[src/rtl/alu_2_15_seq.sv]
// Registered five-operation integer ALU: WIDTH-bit unsigned operands in, a 2*WIDTH-bit
// result with a valid flag one clock after each accepted input.
module alu_2_15_seq #(
    parameter int WIDTH = 4
) (
    input  logic               clk,
    input  logic               rst_n,
    input  logic               in_valid,
    input  logic [2:0]         control,
    input  logic [WIDTH-1:0]   in_data1,
    input  logic [WIDTH-1:0]   in_data2,
    output logic [2*WIDTH-1:0] out_data,
    output logic               out_valid
);

    localparam int RW = 2 * WIDTH;

    typedef enum logic [2:0] {
        OP_ADD = 3'd0,
        OP_SUB = 3'd1,
        OP_MUL = 3'd2,
        OP_AND = 3'd3,
        OP_NOR = 3'd4
    } alu_op_e;

    typedef struct packed {
        logic [RW-1:0] data;
        logic          valid;
    } alu_rsp_t;

    logic [RW-1:0] a_ext, b_ext;
    logic [RW-1:0] result;
    alu_rsp_t      rsp_d, rsp_q;

    assign a_ext = {{WIDTH{1'b0}}, in_data1};
    assign b_ext = {{WIDTH{1'b0}}, in_data2};

    // Everything is evaluated at 2*WIDTH so ADD's carry and SUB's wrap fall out naturally;
    // the bitwise ops are built on the narrow operands to keep the upper half zero.
    always_comb begin
        result = '0;
        case (control)
            OP_ADD:  result = a_ext + b_ext;
            OP_SUB:  result = a_ext - b_ext;
            OP_MUL:  result = a_ext * b_ext;
            OP_AND:  result = {{WIDTH{1'b0}}, in_data1 & in_data2};
            OP_NOR:  result = {{WIDTH{1'b0}}, ~(in_data1 | in_data2)};
            default: result = '0;
        endcase
    end

    always_comb begin
        rsp_d       = rsp_q;
        rsp_d.valid = in_valid;
        if (in_valid) begin
            rsp_d.data = result;
        end
    end

    always_ff @(posedge clk or negedge rst_n) begin
        if (!rst_n) begin
            rsp_q <= '0;
        end else begin
            rsp_q <= rsp_d;
        end
    end

    assign out_data  = rsp_q.data;
    assign out_valid = rsp_q.valid;

endmodule

[config.mk]
export PLATFORM = sky130hd
export DESIGN_NAME = alu_2_15_seq
export DESIGN_NICKNAME = d
export VERILOG_FILES = /design/src/rtl/alu_2_15_seq.sv
export SDC_FILE = /design/constraint.sdc
export NUM_CORES = 1
export LEC_CHECK = 0
export CAP_MARGIN = 30
export CORE_MARGIN = 5
export CORE_UTILIZATION = 50
export CTS_CLUSTER_SIZE = 16
export DETAILED_ROUTE_END_ITERATION = 16
export PLACE_DENSITY = 0.79
export SKIP_LAST_GASP = 1
export SYNTH_ARGS = -nofsm -noshare
export SYNTH_HDL_FRONTEND = slang
export SYNTH_SLANG_ARGS = --single-unit
[constraint.sdc]
create_clock -name clk -period 1.2 [get_ports clk]
set_input_delay 0.24 -clock clk [delete_from_list [all_inputs] [get_ports clk]]
set_output_delay 0.24 -clock clk [all_outputs]
set_load 0.005 [all_outputs]
==> out/qor.csv <==
stage;metric;value;unit
route;DRC Markers;0;
die;Core Box Area;2410;um^2
synth;Synthesis Warnings;0;
sta;worst-margin pin slew;0.436;ns
placement;DP Wirelength;3.05;mm
route;DR vias;1419;
sta;# setup viols final;8;
run;max_cap viols;0;
synth;Unique masters post-synth;33;
route;vias per cell;5.89;
final_layout;nets;255;
critical_path;CP required;1.36;ns
synth;Synth Register Bits;9;
die;Die Wd;59.4;um
cts;CTS HTree Levels;1;
cts;CTS buffer count;3;
die;row cnt;18;
sta;Tcrit/Tclk final;208;%
critical_path;Max FO, Critical Path;2;
sta;Fin Setup TNS;-7.12;ns
sta;clock skew;0;ns
synth;Synth Net Count;179;
route;final WL;5.09;mm
synth;post-synthesis sequential area ratio;18.4;%
cts;Clock transition at path regs;0.07;ns
sta;Relative slew margins;70.8;%
critical_path;Worst Path Class, Setup;in2reg;
placement;Placed Instances;227;
sta;min Tclk post-route;2.50;ns
cts;root buffer cell;clkbuf_4;
critical_path;startpoint types;input pin;
placement;# port buffers;22;
pwr;maximum vdd drop;0.725;mV
cts;CTS tree;built;
global_routing;grt total ovfl;0;
synth;Post-Syn Area;1220;um^2
die;Die Footprint;3530;um^2
run_status;outcome;complete, but fails checks;
sta;final-report max-slew violation count;0;
sta;fmax;0.400;GHz
die;IO Pins;23;
global_routing;initial antenna violation count;1;
placement;routability congestion estimate from global placement;0.876;
route;DR iter-0 viols;73;
final_layout;Area Overhead vs Synth;76.0;%
hold_path;Worst Hold Class;in2async;
pwr;Power Density;729;nW/um^2
synth;Syn Inst Count;135;
run_status;failing checks;setup timing;
global_routing;number of global-route vias before repair;1600;
global_routing;global-route wire length before repair;7.98;mm
sta;RSZ-0062 raised after global routing;yes;
final_layout;Final Non-Filler Cells;241;
route;Pre-antenna DRT Iters;4;
route;routed len/inst;21.1;um
die;Initial Utilization;50.7;%
synth;synthesized area per cell;9.05;um^2
global_routing;gr usage total;31.5;%
final_layout;ratio of cells with drive above 1 in the final layout;47.6;%
pwr;P_leak;1.06;nW
route;Post-DRT Antenna Nets;0;
cts;Worst-Skew Late Latency;0.27;ns
sta;Setup WS post-layout;-1.30;ns
sta;WHS;0.269;ns
cts;Clock Sinks;9;
sta;count of final hold-check violations;0;
global_routing;largest net degree at the start of global routing;10;
cts;Post-CTS Hold Fix Bufs;0;
die;die height;59.4;um
cts;clock buffer depth;2;
critical_path;CP Capture Type;register;
critical_path;R2R setup slack;0.11;ns
critical_path;worst path arrival time;2.66;ns
critical path: stages:
cell and delay (ns):
buf_8 0.09, nand2_8 0.05, fa_1 0.55, inv_2 0.04, fa_2 0.57, fa_2 0.46
mux2_4 0.28, nand3b_1 0.10, a31oi_1 0.08, a21oi_1 0.12, o21ai_1 0.08
power breakdown:
part	total [mW]	switching [mW]	internal, mW	leakage (nW)
Clock	0.257	0.128	0.129	0.0150
Sequential	0.349	0.0151	0.334	0.113
Combinational	0.963	0.448	0.515	0.933
flip-flops by register name, summed over array words and instances, names as in the netlist:
| name | count |
|---|---|
| out_data | 8 |
| out_valid | 1 |
metal layers:
layer	part of all wire (%)	up-vias	track usage [%]
met3	6.6	33	5.88
met2	50	77	54.6
met5	0	-	0
met4	6.3	0	24.9
met1	37	685	32.7
li1	-	624	-
cell usage after synthesis:
cell type	instances	area share, %
a211oi_1	2	1.2
a211oi_2	1	1.0
a21o_1	2	1.2
a21o_2	1	0.72
a21oi_1	10	4.1
a21oi_2	1	0.72
a221o_1	3	2.5
a31oi_1	2	1.0
and4b_1	1	0.82
buf_2	2	0.82
clkbuf_1	2	0.61
dfrtp_1	9	18
fa_1	6	9.8
ha_1	24	25
inv_1	16	4.9
mux2_2	1	0.92
mux2i_1	4	3.3
mux4_2	1	1.8
nand2_1	7	2.1
nand2b_1	2	1.0
nand3_1	1	0.41
nand3b_1	2	1.2
nor2_1	14	4.3
nor3b_1	2	1.2
nor4b_1	1	0.72
o21a_1	1	0.61
o21ai_0	6	2.5
o21bai_1	2	1.2
o22ai_1	1	0.51
o2bb2ai_1	1	0.72
or4_1	1	0.61
xnor2_1	5	3.6
xor2_1	1	0.72
final timing paths:
path / from / endpoint / depth (start not counted)
min in group clk: control[2] / out_data[3] / 3
min: rst_n / out_data[5] / 1
min reg2reg: out_data[4] / out_data[4] / 1
max reg2reg: out_data[3] / out_data[3] / 4
max: in_data1[2] / out_data[3] / 11
max in group asynchronous: rst_n / out_data[0] / 1
stage by stage:
step	instance area (um^2)	utilization [%]	total power, mW	setup WS [ns]
2_1_floorplan	1340	-	0.740	-1.34
3_3_place_gp	1910	79.4	1.07	-2.01
3_5_place_dp	1910	79.4	1.11	-2.17
4_1_cts	2080	86.4	1.43	-1.28
5_1_grt	2150	89.3	1.65	-1.38
6_report	2150	89.3	1.57	-1.30
layout make-up:
| cell class | instances | area [um^2] |
|---|---|---|
| Multi-Input combinational cell | 106 | 1140 |
| Timing Repair Buffer | 75 | 654 |
| Fill cell | 112 | 258 |
| Sequential cell | 9 | 225 |
| Inverter | 16 | 67.6 |
| Tap cell | 30 | 37.5 |
| Clock buffer | 4 | 26.3 |
| Antenna cell | 1 | 2.50 |
layout by cell type, fill, tap and decap left out, types with 2 or more instances in the layout:
master           Yosys  routed
fa_2                 0       4
inv_2                0       6
buf_6                0      11
clkbuf_4             0       3
ha_4                 0      10
a31oi_1              2       2
nand3b_1             2       2
buf_4                0      45
o21bai_1             2       2
nand2b_1             2       2
xnor2_1              5       4
buf_8                0       3
nand2_1              7       4
a221o_1              3       3
o21ai_1              0       5
a21o_1               2       2
nand2_2              0       2
mux2i_1              4       4
nor2_1              14      12
dfrtp_1              9       9
fa_1                 6       2
dlygate4sd2_1        0      12
a21oi_2              1       4
clkdlybuf4s50_1      0       2
ha_1                24      13
inv_1               16       9
a211oi_2             1       2
a21oi_1             10       7
kinds of logic (layout without fill, tap and decap cells):
family                     after synthesis  after routing  synth area share [%]
xor gates and xnor gates                 6              6                  4.30
DFF                                      9              9                  18.4
muxes                                    6              6                  6.04
adders and majority gates               30             30                  34.4
and+or+nand+nor                         31             31                  12.5
other                                    0              1                     0
AOI/OAI and AO/OA                       33             33                  18.0
buffers and inverters                   20             95                  6.35
timing repair:
item,in CTS,in global routing
endpoints found under the setup margin,17,10
setup buffers,7,4
pin swaps,19,12
resized for setup,71,14
Power figures use the tool's default switching activity.
